## config.mk

```make
export PLATFORM = sky130hd
export DESIGN_NAME = ingress_packet_buffer
export DESIGN_NICKNAME = d
export VERILOG_FILES = /design/src/rtl/pkt_switch_pkg.sv /design/src/rtl/sync_fifo.sv /design/src/rtl/ingress_packet_buffer.sv
export SDC_FILE = /design/constraint.sdc
export NUM_CORES = 1
export LEC_CHECK = 0
export CAP_MARGIN = 20
export CORE_MARGIN = 1
export CORE_UTILIZATION = 60
export CTS_CLUSTER_DIAMETER = 100
export DETAILED_ROUTE_END_ITERATION = 10
export HOLD_SLACK_MARGIN = 0.06
export PLACE_DENSITY = 0.84
export REMOVE_ABC_BUFFERS = 1
export SYNTH_ARGS = -nofsm -noshare
export SYNTH_HDL_FRONTEND = slang
export SYNTH_SLANG_ARGS = --single-unit
```

## constraint.sdc

```tcl
create_clock -name clk -period 5.38 [get_ports clk]
set_clock_uncertainty 0.2 [all_clocks]
set_input_delay 1.345 -clock clk [delete_from_list [all_inputs] [get_ports clk]]
set_output_delay 1.345 -clock clk [all_outputs]
set_load 0.05 [all_outputs]
```

## src/rtl/pkt_switch_pkg.sv

```systemverilog
// Shared switch-wide constants and types for the ingress datapath.
package pkt_switch_pkg;

    localparam int N_PORTS    = 4;
    localparam int IDX_WIDTH  = $clog2(N_PORTS);
    localparam int DATA_WIDTH = 8;

    typedef logic [IDX_WIDTH-1:0] port_idx_t;

    function automatic bit is_pow2(input int v);
        return (v > 0) && ((v & (v - 1)) == 0);
    endfunction

endpackage

```

## src/rtl/sync_fifo.sv

```systemverilog
// Generic single-clock FIFO: zero-latency head read, push/pop same cycle allowed.
// Push when full and pop when empty are ignored; no backpressure beyond full/empty.
module sync_fifo #(
    parameter int WIDTH = 8,
    parameter int DEPTH = 8
) (
    input  logic                   clk,
    input  logic                   reset,
    input  logic                   push,
    input  logic [WIDTH-1:0]       push_data,
    input  logic                   pop,
    output logic [WIDTH-1:0]       pop_data,
    output logic                   full,
    output logic                   empty,
    output logic [$clog2(DEPTH):0] count
);

    localparam int AW = $clog2(DEPTH);
    localparam int PW = AW + 1;

    logic [WIDTH-1:0] mem [DEPTH];
    logic [AW:0]      wr_ptr;
    logic [AW:0]      rd_ptr;
    logic             do_push;
    logic             do_pop;

    assign count    = wr_ptr - rd_ptr;
    assign full     = (count == PW'(DEPTH));
    assign empty    = (count == '0);
    assign do_push  = push && !full;
    assign do_pop   = pop && !empty;
    assign pop_data = mem[rd_ptr[AW-1:0]];

    always_ff @(posedge clk) begin
        if (reset) begin
            wr_ptr <= '0;
            rd_ptr <= '0;
        end else begin
            if (do_push) wr_ptr <= wr_ptr + PW'(1);
            if (do_pop)  rd_ptr <= rd_ptr + PW'(1);
        end
    end

    always_ff @(posedge clk) begin
        if (do_push) mem[wr_ptr[AW-1:0]] <= push_data;
    end

endmodule

```

## src/rtl/ingress_packet_buffer.sv

```systemverilog
// Store-and-forward ingress buffer: a packet becomes visible the cycle after its last beat;
// input never stalls (overflowing/rejected packets are discarded), output holds on out_ready=0.
module ingress_packet_buffer
    import pkt_switch_pkg::is_pow2;
#(
    parameter int DATA_WIDTH = pkt_switch_pkg::DATA_WIDTH,
    parameter int DEPTH      = 64,
    parameter int MAX_PKTS   = 8,
    parameter int N_PORTS    = pkt_switch_pkg::N_PORTS,
    parameter int IDX_WIDTH  = pkt_switch_pkg::IDX_WIDTH
) (
    input  logic                  clk,
    input  logic                  reset,
    input  logic [DATA_WIDTH-1:0] in_data,
    input  logic                  in_valid,
    input  logic                  in_last,
    input  logic [IDX_WIDTH-1:0]  in_dst,
    input  logic                  in_drop,
    output logic                  in_ready,
    output logic [DATA_WIDTH-1:0] out_data,
    output logic                  out_valid,
    output logic                  out_last,
    output logic [IDX_WIDTH-1:0]  out_dst,
    input  logic                  out_ready,
    output logic [15:0]           drop_count
);

    localparam int AW = $clog2(DEPTH);
    localparam int PW = AW + 1;
    localparam int CW = $clog2(MAX_PKTS) + 1;

    if (!is_pow2(DEPTH) || !is_pow2(MAX_PKTS) || ((1 << IDX_WIDTH) < N_PORTS)) begin : g_bad_cfg
        $error("ingress_packet_buffer: unsupported parameter set");
    end

    typedef enum logic [1:0] {IDLE, RECV, DISCARD} in_state_t;

    in_state_t             state;
    in_state_t             state_nxt;
    logic [DATA_WIDTH:0]   mem [DEPTH];
    logic [DATA_WIDTH:0]   head;
    logic [PW-1:0]         wr_ptr;
    logic [PW-1:0]         wr_ptr_nxt;
    logic [PW-1:0]         commit_ptr;
    logic [PW-1:0]         commit_ptr_nxt;
    logic [PW-1:0]         rd_ptr;
    logic [PW-1:0]         used;
    logic                  data_full;
    logic [IDX_WIDTH-1:0]  dst_q;
    logic [IDX_WIDTH-1:0]  dst_nxt;
    logic                  accept;
    logic                  mem_we;
    logic                  drop_inc;
    logic                  xfer;
    logic                  desc_push;
    logic                  desc_pop;
    logic [IDX_WIDTH-1:0]  desc_dst;
    logic [IDX_WIDTH-1:0]  desc_head;
    logic                  desc_full;
    logic                  desc_empty;
    logic [CW-1:0]         desc_count;

    assign in_ready  = !reset;
    assign accept    = in_valid && in_ready;
    assign used      = wr_ptr - rd_ptr;
    assign data_full = (used == PW'(DEPTH));

    always_comb begin
        state_nxt      = state;
        wr_ptr_nxt     = wr_ptr;
        commit_ptr_nxt = commit_ptr;
        dst_nxt        = dst_q;
        mem_we         = 1'b0;
        desc_push      = 1'b0;
        desc_dst       = dst_q;
        drop_inc       = 1'b0;
        if (accept) begin
            case (state)
                IDLE: begin
                    if (!desc_full && !data_full) begin
                        dst_nxt = in_dst;
                        if (in_last && in_drop) begin
                            // single-beat reject: rolling back the write is the same as never writing
                            drop_inc = 1'b1;
                        end else begin
                            mem_we     = 1'b1;
                            wr_ptr_nxt = wr_ptr + PW'(1);
                            if (in_last) begin
                                commit_ptr_nxt = wr_ptr + PW'(1);
                                desc_push      = 1'b1;
                                desc_dst       = in_dst;
                            end else begin
                                state_nxt = RECV;
                            end
                        end
                    end else if (in_last) begin
                        drop_inc = 1'b1;
                    end else begin
                        state_nxt = DISCARD;
                    end
                end
                RECV: begin
                    if (data_full) begin
                        wr_ptr_nxt = commit_ptr;
                        if (in_last) begin
                            drop_inc  = 1'b1;
                            state_nxt = IDLE;
                        end else begin
                            state_nxt = DISCARD;
                        end
                    end else if (in_last && in_drop) begin
                        wr_ptr_nxt = commit_ptr;
                        drop_inc   = 1'b1;
                        state_nxt  = IDLE;
                    end else begin
                        mem_we     = 1'b1;
                        wr_ptr_nxt = wr_ptr + PW'(1);
                        if (in_last) begin
                            commit_ptr_nxt = wr_ptr + PW'(1);
                            desc_push      = 1'b1;
                            state_nxt      = IDLE;
                        end
                    end
                end
                DISCARD: begin
                    if (in_last) begin
                        wr_ptr_nxt = commit_ptr;
                        drop_inc   = 1'b1;
                        state_nxt  = IDLE;
                    end
                end
                default: state_nxt = IDLE;
            endcase
        end
    end

    always_ff @(posedge clk) begin
        if (reset) begin
            state      <= IDLE;
            wr_ptr     <= '0;
            commit_ptr <= '0;
            rd_ptr     <= '0;
            dst_q      <= '0;
            drop_count <= '0;
        end else begin
            state      <= state_nxt;
            wr_ptr     <= wr_ptr_nxt;
            commit_ptr <= commit_ptr_nxt;
            dst_q      <= dst_nxt;
            if (xfer) rd_ptr <= rd_ptr + PW'(1);
            if (drop_inc && (drop_count != 16'hFFFF)) drop_count <= drop_count + 16'd1;
        end
    end

    always_ff @(posedge clk) begin
        if (mem_we) mem[wr_ptr[AW-1:0]] <= {in_last, in_data};
    end

    // Output fields are forced to zero when nothing is committed so stale memory never leaks out.
    assign head      = mem[rd_ptr[AW-1:0]];
    assign out_valid = (desc_count != '0);
    assign out_data  = out_valid ? head[DATA_WIDTH-1:0] : '0;
    assign out_last  = out_valid && head[DATA_WIDTH];
    assign out_dst   = out_valid ? desc_head : '0;
    assign xfer      = out_valid && out_ready;
    assign desc_pop  = xfer && out_last && !desc_empty;

    sync_fifo #(
        .WIDTH (IDX_WIDTH),
        .DEPTH (MAX_PKTS)
    ) u_desc_fifo (
        .clk       (clk),
        .reset     (reset),
        .push      (desc_push),
        .push_data (desc_dst),
        .pop       (desc_pop),
        .pop_data  (desc_head),
        .full      (desc_full),
        .empty     (desc_empty),
        .count     (desc_count)
    );

endmodule

```

==> summary.txt, run 1 <==
Synth
  • Avg Cell Area, Syn: about 20 um2
  • Top FF cell, synth: edfxtp_1
  • Synth unique cells: 61
  • Yosys warns: 0
  • Flop and latch count out of synthesis: 650
  • Async SR Flop Fraction: 0
  • Post-synth EDFFs: about 590
  • Seq/Total Area, Yosys: 0.725
  • Synthesized instance count: 1339
  • Area of the mapped netlist: about 26000 um2

Pwr
  • Comb pwr share: 0.184
  • Switching share of power: 0.262
  • PwrDens: around 410 nW/um2
  • Sequential share of power: 0.469
  • Pint: a little under 9 mW
  • Power, Total: between 10 and 15 mW
  • Max rail drop VDD: between 0.3 and 0.4 mV
  • Clock network power share: 0.347
  • Leak: between 9 and 10 nW
  • Net Sw Power: between 3 and 4 mW

Timing
  • Worst slew pin tran: around 1000 ps
  • Worst slew margin: 0.323
  • Setup TNS: 0 ps
  • Fmax: between 150 and 200 MHz
  • RSZ-0062 raised after global routing: no
  • Slew Limit Fails: 0
  • Final setup viols: 0
  • Fin. Hold Viols: 0
  • Minimum clock period: just over 5000 ps
  • Final Cycle Share: 0.944

Critical path
  • Path depth of the worst reg2reg path: 9
  • Startpoint Class: register
  • Critical path origin: u_desc_fifo.wr_ptr[1]$_SDFFE_PP0P_
  • Worst Setup Path Type: register to output port
  • RR Startpoint: wr_ptr[4]$_SDFFE_PP0P_
  • Worst Path Max Fanout: 13
  • Arrival @ worst endpoint: 3530 ps
  • Worst EP required: approximately 3800 ps
  • Critical path endpoint category: output port

Drt
  • Post-DRT Antenna Nets: 0
  • Drt first pass iters: 5
  • Routed WL: ~64 mm
  • Initial DRC count: 1910
  • Total number of vias: 14000
  • Vias per inst: 6.70
  • Wire length per cell: 30.5 um
  • DR DRC count: 0

Global route
  • First-pass GRT wire length: 92.1 mm
  • Initial antenna violation count: 1
  • Number of global-route vias before repair: roughly 14000
  • Largest net degree at the start of global routing: 72
  • GRT Resource Usage Total: 0.292
  • GRT Residual Overflow: 0

Die
  • Die area: roughly 44000 um2
  • Die Height: 211 um
  • Die X-Extent: between 200 and 250 um
  • Core footprint: between 40000 and 50000 um2
  • # rows: 76
  • Initial Util: 0.608
  • Io pins: 45

Clocking
  • Worst skew pair latency: 640 ps
  • H-tree depth: 2
  • Clk buf depth: 3
  • Clock Sinks: 650
  • Worst-path clk slew: around 60 ps
  • Root Driver: clkbuf_16
  • Num CTS Buffers: between 50 and 60
  • Post_cts resized: 0
  • CTS tree: built

Finish
  • Share of layout cells above drive strength 1: 0.274
  • Post-route cell area: between 20000 and 30000 um2
  • Final #Nets: 1496
  • N_diodes: 0
  • Register area: about 19000 um2
  • Area grow syn2layout: 13.4%
  • Multi-input logic area: between 6000 and 7000 um2
  • # fillers: 2576
  • Fin cells: 2095

Placed design
  • GPL Wtd Cong: about 0.85
  • Placed cell areas: 27600 um2
  • IO buf count: between 40 and 50
  • Dpl cells: between 1500 and 2000
  • Post-detail-place hpwl: roughly 36 mm

Hold path
  • HP Class: register to register
  • Hold depth: 2
  • Worst Hold Launch: commit_ptr[6]$_SDFFE_PP0P_

Status
  • Status: complete, no violations

Job
  • Maxcap violations: 0
==> sequential cells by signal, summed over array words and instances (netlist names), named ones only <==
register and flops:
rd_ptr 7, state 2, wr_ptr 7, drop_count 16, u_desc_fifo.wr_ptr 4, mem 576, dst_q 2, u_desc_fifo.rd_ptr 4
u_desc_fifo.mem 16, commit_ptr 7
==> synth_stat cells (3+ instances only) <==
library cell / number / share of area
o21bai_1: 5 / 0.0014
nand4_1: 13 / 0.0031
buf_6: 9 / 0.0039
o31ai_1: 8 / 0.0023
o2111ai_1: 5 / 0.0017
nand2_1: 29 / 0.0042
edfxtp_1: 592 / 0.68
inv_1: 20 / 0.0029
nand3b_1: 3 / 0.00086
nor4b_1: 3 / 0.0010
buf_2: 7 / 0.0013
nand3_1: 23 / 0.0044
o21ai_1: 8 / 0.0015
nand2b_1: 5 / 0.0012
mux2i_1: 15 / 0.0057
and2_1: 11 / 0.0026
nor2b_1: 10 / 0.0024
or3_1: 12 / 0.0029
mux4_2: 189 / 0.16
nor3_1: 11 / 0.0021
mux2_1: 7 / 0.0030
a31oi_1: 4 / 0.00096
nor2_1: 115 / 0.017
or4_1: 7 / 0.0020
clkbuf_1: 45 / 0.0065
o21a_1: 3 / 0.00086
dfxtp_1: 58 / 0.044
o211ai_1: 3 / 0.00086
nor4_1: 5 / 0.0012
o21ai_0: 6 / 0.0011
a21oi_1: 22 / 0.0042
and3_1: 3 / 0.00072
buf_1: 8 / 0.0011
xor2_1: 4 / 0.0013
xnor2_1: 11 / 0.0037
mux2_2: 4 / 0.0017
a221oi_1: 4 / 0.0013
ha_1: 18 / 0.0086
buf_4: 4 / 0.0011
==> cells by family (layout without fill, tap and decap cells) <==
logic type               Yosys count  count (layout)  share of synthesized area
multiplexers                     215             215                      0.173
AO/OA/AOI/OAI                     85              85                     0.0225
XOR/XNOR                          15              15                    0.00503
adder cells (fa/ha/maj)           18              18                    0.00862
flip-flops                       650             650                      0.725
AND/OR/NAND/NOR                  261             261                     0.0486
buffers and inverters             95             266                     0.0171
==> repair_timing <==
action | in CTS | in global routing
buffers inserted | 0 | 5
endpoints found under the setup margin | 0 | 1
hold buffers | 0 | 0
==> power groups by stage <==
stage	Clock, mW	Sequential (mW)	Combinational, mW
finish	4.17	5.64	2.21
global route	4.38	5.64	2.32
CTS	4.20	5.67	2.12
detailed placement	0	5.77	2.08
global placement	0	5.77	2.04
floorplan	0	5.92	1.43
==> worst max-delay path, cell delays in order, from the launching register on <==
cell	delay, ps
dfxtp_1	450
ha_1	290
nor2b_1	130
o21a_1	170
or3_1	410
a21boi_1	440
inv_2	270
clkdlybuf4s50_1	770
==> cells in the final DEF, fill, tap and decap left out, drive strengths merged, types with 12 or more instances in the layout <==
cell	netlist	layout
clkbuf	45	65
edfxtp	592	592
mux4	189	189
ha	18	18
dfxtp	58	58
or3	12	12
o21ai	14	14
clkinv	0	31
a21oi	22	22
mux2i	15	15
nor3	12	12
nor2	115	115
buf	28	110
inv	22	27
nand2	29	29
nand3	23	23
nand4	13	13
clkdlybuf4s50	0	25
==> routing by layer <==
layer,wire length [um],vias to the layer above,part of all wire,track usage
met2,32000,995,0.50,0.476
met1,22400,7128,0.35,0.384
met4,2940,0,0.046,0.137
met3,6590,190,0.10,0.0562
li1,-,5717,-,-
met5,0,-,0,0
==> path summary, 6_finish.rpt <==
path                                     end  slack, ps
setup / recovery                   out_valid        300
hold / removal    commit_ptr[6]$_SDFFE_PP0P_        260
setup reg to reg        mem[26][0]$_DFFE_PP_        990
hold reg to reg   commit_ptr[6]$_SDFFE_PP0P_        260
==> per-stage QoR <==
step | setup WS (ps) | hold slack, ps | util
after detailed placement | 791 | 254 | 0.642
final | 304 | 260 | 0.690
after global placement | 807 | 245 | 0.642
after floorplan | -4000 | 230 | -
after CTS | 46.8 | 263 | 0.686
after global routing | 126 | 305 | 0.690
==> area by class of cell <==
class	instances	area share
Clock buffer	65	0.0509
Clock inverter	44	0.0132
Inverter	22	0.00279
Multi-Input combinational cell	594	0.228
Sequential cell	650	0.639
Tap cell	585	0.0247
Timing Repair Buffer	135	0.0418
(Power assumes the default switching activity.)
==> inputs of run 2 (changes only) <==
--- a/config.mk
+++ b/config.mk
@@ -5,10 +5,8 @@
 export SDC_FILE = /design/constraint.sdc
 export NUM_CORES = 1
 export LEC_CHECK = 0
-export CAP_MARGIN = 20
 export CORE_MARGIN = 1
 export CORE_UTILIZATION = 60
-export CTS_CLUSTER_DIAMETER = 100
 export DETAILED_ROUTE_END_ITERATION = 10
 export HOLD_SLACK_MARGIN = 0.06
 export PLACE_DENSITY = 0.84
==> run 2 against run 1 <==
Net effect: non-clock buffer count is 5 lower; flip-flop and latch count stayed put; critical path depth stayed put; cell count is 0.24% lower; largest power group unchanged.
==> summary.txt, run 2 (synthesized netlist as in run 1, its figures left out) <==
Status
  • Status: complete, no violations (unchanged)

Timing
  • Worst slew pin tran: 1280 ps (was 1010 ps)
  • Final Cycle Share: 0.945 (was 0.944)
  • RSZ-0062 raised after global routing: no (unchanged)
  • Worst slew margin: 0.149 (was 0.323)
  • Slew Limit Fails: 0 (unchanged)
  • Final setup viols: 0 (unchanged)
  • Fmax: 197 MHz (about the same)
  • Fin. Hold Viols: 0 (unchanged)
  • Setup TNS: 0 ps (unchanged)
  • Minimum clock period: 5080 ps (about the same)

Clocking
  • Clk buf depth: 3 (unchanged)
  • Worst-path clk slew: 60 ps (about the same)
  • Clock Sinks: 650 (unchanged)
  • CTS tree: built (unchanged)
  • Num CTS Buffers: 59 (unchanged)
  • H-tree depth: 2 (unchanged)
  • Root Driver: clkbuf_16 (unchanged)
  • Worst skew pair latency: 640 ps (about the same)

Critical path
  • Startpoint Class: register (unchanged)
  • Worst EP required: 3840 ps (about the same)
  • R2R Path End: mem[49][3]$_DFFE_PP_ (was mem[26][0]$_DFFE_PP_)
  • RR Startpoint: wr_ptr[4]$_SDFFE_PP0P_ (unchanged)
  • Worst Setup Path Type: register to output port (unchanged)
  • Worst Path Max Fanout: 20 (was 13)
  • Flop-to-flop setup slack: 1010 ps (was 990 ps)
  • Path depth of the worst reg2reg path: 9 (unchanged)
  • Critical path endpoint category: output port (unchanged)
  • Arrival @ worst endpoint: 3540 ps (was 3530 ps)

Drt
  • Post-DRT Antenna Nets: 0 (unchanged)
  • Wire length per cell: 29.7 um (was 30.5 um)
  • Drt first pass iters: 6 (was 5)
  • Initial DRC count: 1707 (was 1910)
  • Vias per inst: 6.65 (was 6.70)
  • Total number of vias: 13900 (was 14000)
  • DR DRC count: 0 (unchanged)
  • Routed WL: 62.1 mm (was 63.9 mm)

Die
  • Die area: 44400 um2 (unchanged)
  • Die Height: 211 um (unchanged)
  • Initial Util: 0.608 (unchanged)
  • Core footprint: 43000 um2 (unchanged)
  • # rows: 76 (unchanged)
  • Die X-Extent: 211 um (unchanged)
  • Io pins: 45 (unchanged)

Pwr
  • Max rail drop VDD: 0.323 mV (about the same)
  • Comb pwr share: 0.182 (was 0.184)
  • Power, Total: 12.0 mW (about the same)
  • Switching share of power: 0.260 (was 0.262)
  • Leak: 9.30 nW (was 9.35 nW)
  • PwrDens: 405 nW/um2 (was 406 nW/um2)
  • Net Sw Power: 3.12 mW (was 3.15 mW)
  • Clock network power share: 0.347 (about the same)
  • Pint: 8.86 mW (was 8.88 mW)
  • Sequential share of power: 0.471 (was 0.469)

Global route
  • GRT Residual Overflow: 0 (unchanged)
  • GRT Resource Usage Total: 0.292 (unchanged)
  • Initial antenna violation count: 1 (unchanged)
  • Largest net degree at the start of global routing: 72 (unchanged)
  • Number of global-route vias before repair: 14100 (unchanged)
  • First-pass GRT wire length: 92.1 mm (unchanged)

Placed design
  • Placed cell areas: 27600 um2 (unchanged)
  • IO buf count: 44 (unchanged)
  • GPL Wtd Cong: 0.845 (unchanged)
  • Post-detail-place hpwl: 36.1 mm (unchanged)
  • Dpl cells: 1977 (unchanged)

Finish
  • Area grow syn2layout: 13.1% (was 13.4%)
  • Post-route cell area: 29500 um2 (was 29600 um2)
  • Share of layout cells above drive strength 1: 0.271 (was 0.274)
  • Fin cells: 2090 (was 2095)
  • # fillers: 2580 (was 2576)
  • Final #Nets: 1491 (was 1496)
  • Most frequent cells in the layout: edfxtp_1, mux4_2, nor2_1 (unchanged)
  • N_diodes: 0 (unchanged)
  • Commonest non-fill, non-tap cell in the layout: edfxtp_1 (unchanged)
  • Largest register FFs: 576 (unchanged)

Hold path
  • Hold depth: 2 (unchanged)
  • HP Class: register to register (unchanged)
  • Hold endpoint: commit_ptr[6]$_SDFFE_PP0P_ (unchanged)
  • Worst Hold Launch: commit_ptr[6]$_SDFFE_PP0P_ (unchanged)

Job
  • Maxcap violations: 0 (unchanged)
run 2: layout make-up:
| class | instances | area [um2] | share of cell area |
|---|---|---|---|
| clock inverter | 44 | 392 | 0.0133 |
| clock buffer | 65 | 1510 | 0.0511 |
| inverter | 22 | 82.6 | 0.00279 |
| multi-input combinational | 594 | 6750 | 0.228 |
| tap | 585 | 732 | 0.0248 |
| sequential | 650 | 18900 | 0.641 |
| timing repair buffer | 130 | 1140 | 0.0385 |
run 2: repair_timing:
| action | CTS | global route |
|---|---|---|
| hold buffers | 0 | 0 |
| resized for setup | 0 | 0 |
| endpoints found under the setup margin | 0 | 1 |
| setup buffers | 0 | 4 |
run 2: critical path, cell delays in order, from the launching register on:
cell and delay, ps:
dfxtp_1 340, inv_2 590, buf_12 310, mux2_2 390, mux4_2 490, a211oi_2 470
nor2_1 100, buf_4 210
run 2: metrics by stage:
step,util,hold WS (ps),setup WS (ps)
6_report,0.687,260,296
5_1_grt,0.687,305,121
4_1_cts,0.686,263,46.8
3_5_place_dp,0.642,254,791
3_3_place_gp,0.642,245,807
2_1_floorplan,-,230,-4000
run 2: how the worst max path moves through the flow:
stage | slack (ps) | to | start | cells after the start
finish | 300 | out_last | register | 7
global route | 120 | out_valid | u_desc_fifo.wr_ptr[1]$_SDFFE_PP0P_ | 7
CTS | 50 | out_last | register | 7
detailed placement | 790 | out_last | register | 7
global placement | 810 | out_last | register | 7
floorplan | -4000 | out_last | register | 5
run 2: power by group through the flow:
stage	logic, mW	clock network [mW]	registers [mW]
finish	2.18	4.16	5.64
global route	2.29	4.38	5.65
CTS	2.12	4.20	5.67
detailed placement	2.08	0	5.77
global placement	2.04	0	5.77
floorplan	1.43	0	5.92
run 2: layer usage:
| metal | vias up | GRT usage | wire length [um] |
|---|---|---|---|
| met3 | 194 | 0.0562 | 6060 |
| met4 | 0 | 0.137 | 3090 |
| li1 | 5715 | - | - |
| met5 | - | 0 | 0 |
| met2 | 890 | 0.476 | 30900 |
| met1 | 7092 | 0.384 | 22100 |
==> inputs of run 3 (changes only) <==
--- a/config.mk
+++ b/config.mk
@@ -5,12 +5,13 @@
 export SDC_FILE = /design/constraint.sdc
 export NUM_CORES = 1
 export LEC_CHECK = 0
-export CORE_MARGIN = 1
+export CORE_MARGIN = 3
 export CORE_UTILIZATION = 60
 export DETAILED_ROUTE_END_ITERATION = 10
 export HOLD_SLACK_MARGIN = 0.06
 export PLACE_DENSITY = 0.84
 export REMOVE_ABC_BUFFERS = 1
+export SLEW_MARGIN = 20
 export SYNTH_ARGS = -nofsm -noshare
 export SYNTH_HDL_FRONTEND = slang
 export SYNTH_SLANG_ARGS = --single-unit
==> run 3 against run 2 <==
Net effect: total power grew 3.7%; maximum frequency fell by 3.4%; clock power grew 11%; non-clock buffer count shrank 10; flip-flop and latch count unchanged; cell area increased by 0.58%; cell count shrank 0.29%; register-to-register slack worse by 240 ps; worst hold slack improved by 9.6 ps; sequential power increased by 0.7%; first-iteration DRC count grew 23%; global-route usage shrank 0.19 points; largest cell class unchanged.
==> summary.txt, run 3 (synthesized netlist as in run 1, its figures left out) <==
Critical path
  • RR Startpoint: wr_ptr[3]$_SDFFE_PP0P_ (was wr_ptr[4]$_SDFFE_PP0P_)
  • Critical path endpoint category: output port (unchanged)
  • Startpoint Class: register (unchanged)
  • Arrival @ worst endpoint: 3720 ps (was 3540 ps)
  • Flop-to-flop setup slack: 770 ps (was 1010 ps)
  • Worst EP required: 3840 ps (about the same)
  • R2R Path End: mem[48][6]$_DFFE_PP_ (was mem[49][3]$_DFFE_PP_)
  • Worst Setup Path Type: register to output port (unchanged)
  • Worst Path Max Fanout: 12 (was 20)
  • Path depth of the worst reg2reg path: 8 (was 9)

Drt
  • Post-DRT Antenna Nets: 0 (unchanged)
  • Routed WL: 65.8 mm (was 62.1 mm)
  • Wire length per cell: 31.6 um (was 29.7 um)
  • Vias per inst: 6.85 (was 6.65)
  • Drt first pass iters: 6 (unchanged)
  • DR DRC count: 0 (unchanged)
  • Initial DRC count: 2096 (was 1707)
  • Total number of vias: 14300 (was 13900)

Pwr
  • Switching share of power: 0.262 (was 0.260)
  • Pint: 9.17 mW (was 8.86 mW)
  • Max rail drop VDD: 0.388 mV (was 0.323 mV)
  • Net Sw Power: 3.25 mW (was 3.12 mW)
  • Leak: 9.35 nW (was 9.30 nW)
  • Clock network power share: 0.373 (was 0.347)
  • PwrDens: 418 nW/um2 (was 405 nW/um2)
  • Sequential share of power: 0.457 (was 0.471)
  • Comb pwr share: 0.170 (was 0.182)

Timing
  • Final Cycle Share: 0.978 (was 0.945)
  • Fin. Hold Viols: 0 (unchanged)
  • Worst hold slack: 269 ps (was 260 ps)
  • Final setup viols: 0 (unchanged)
  • Worst slew margin: 0.307 (was 0.149)
  • Minimum clock period: 5260 ps (was 5080 ps)
  • RSZ-0062 raised after global routing: no (unchanged)
  • Worst slew pin tran: 1030 ps (was 1280 ps)
  • Slew Limit Fails: 0 (unchanged)
  • Fmax: 190 MHz (was 197 MHz)

Placed design
  • GPL Wtd Cong: 0.834 (was 0.845)
  • Post-detail-place hpwl: 36.4 mm (was 36.1 mm)
  • IO buf count: 44 (unchanged)

Global route
  • M2 GR Usage: 0.452 (was 0.476)
  • GRT Residual Overflow: 0 (unchanged)
  • GR peak layer: met2 (unchanged)
  • GR Layer Usage met1: 0.405 (was 0.384)
  • Largest net degree at the start of global routing: 65 (was 72)
  • Number of global-route vias before repair: 14600 (was 14100)
  • Initial antenna violation count: 5 (was 1)
  • GR Util met3: 0.0621 (was 0.0562)
  • First-pass GRT wire length: 97.9 mm (was 92.1 mm)
  • GRT Resource Usage Total: 0.290 (was 0.292)

Die
  • Die area: 46100 um2 (was 44400 um2)
  • Die X-Extent: 215 um (was 211 um)
  • Die Height: 215 um (was 211 um)
  • Initial Util: 0.615 (was 0.608)
  • Io pins: 45 (unchanged)
  • Core footprint: 42500 um2 (was 43000 um2)
  • # rows: 75 (was 76)

Hold path
  • HP Class: register to register (unchanged)
  • Hold endpoint: commit_ptr[6]$_SDFFE_PP0P_ (unchanged)
  • Hold depth: 2 (unchanged)
  • Worst Hold Launch: commit_ptr[6]$_SDFFE_PP0P_ (unchanged)

Status
  • Status: complete, no violations (unchanged)

Clocking
  • Clock Sinks: 650 (unchanged)
  • H-tree depth: 3 (was 2)
  • Worst-path clk slew: 70 ps (was 60 ps)
  • CTS tree: built (unchanged)
  • Hold Buf Count CTS: 0 (unchanged)
  • Worst skew pair latency: 600 ps (was 640 ps)
  • Num CTS Buffers: 66 (was 59)
  • Root Driver: clkbuf_16 (unchanged)
  • Clk buf depth: 3 (unchanged)

Finish
  • Share of layout cells above drive strength 1: 0.267 (was 0.271)
  • Largest register FFs: 576 (unchanged)
  • Final #Nets: 1488 (was 1491)
  • Final core occ: 0.699 (was 0.687)
  • Commonest non-fill, non-tap cell in the layout: edfxtp_1 (unchanged)
  • Most frequent cells in the layout: edfxtp_1, mux4_2, nor2_1 (unchanged)
  • Area grow syn2layout: 13.7% (was 13.1%)

Job
  • Maxcap violations: 0 (unchanged)
[run 3: changes by cell type in the layout (fill, tap and decap cells not counted), moves of 3 or more]
cell / delta
clkinv_2: -13
clkbuf_16: +11
buf_2: -6
buf_12: -5
clkinv_1: +5
inv_6: -3
[run 3: metrics by stage]
stage	power, mW	instances	area (um2)	setup WS (ps)	setup TNS (ps)
floorplan	7.35	1266	25800	-4000	-56290
global placement	7.76	1962	27500	739	0
detailed placement	7.81	1962	27500	704	0
CTS	12.4	2082	29700	8.13	0
global route	12.8	2082	29700	57.9	0
finish	12.4	2084	29700	119	0
[run 3: cell type report]
class / count / area [um2]
diodes: 2 / 5.00
flip-flops and latches: 650 / 18900
multi-input cells: 594 / 6750
clock inverters: 40 / 384
fillers: 2438 / 12800
well taps: 577 / 722
repair buffers: 120 / 1020
clock buffers: 79 / 1810
inverters: 22 / 82.6
[run 3: power groups by stage]
stage / clock network, mW / logic [mW] / registers, mW
6_report: 4.63 / 2.11 / 5.68
2_1_floorplan: 0 / 1.43 / 5.92
4_1_cts: 4.67 / 2.10 / 5.67
5_1_grt: 4.87 / 2.22 / 5.68
3_3_place_gp: 0 / 1.97 / 5.79
3_5_place_dp: 0 / 2.02 / 5.79
[run 3: worst max-delay path by stage]
stage                                                  start           to  slack, ps  depth (start not counted)
after global routing                                register  out_data[3]         60                          7
after CTS                 u_desc_fifo.rd_ptr[1]$_SDFFE_PP0P_    out_valid          8                          8
after floorplan                                     register     out_last      -4000                          5
after global placement    u_desc_fifo.wr_ptr[1]$_SDFFE_PP0P_    out_valid        740                          7
after detailed placement                            register     out_last        700                          7
final                                               register  out_data[3]        120                          7
[run 3: worst max-delay path, stage by stage, from the launching register on]
cell and delay (ps):
dfxtp_4 570, buf_4 310, buf_4 200, mux4_2 540, mux4_2 560, mux4_2 530
and2_1 200, buf_4 190
[run 3: routing by layer]
layer  wire [um]  vias up
met5          20        -
met4        2800        4
met3        7400      167
met2       31900     1091
met1       23600     7322
li1            -     5700
[run 3: repair_timing]
item | CTS | global route
setup endpoints to repair | 1 | 1
gates resized for setup | 0 | 1
endpoints found under the hold margin | 0 | 0
buffers inserted | 1 | 0
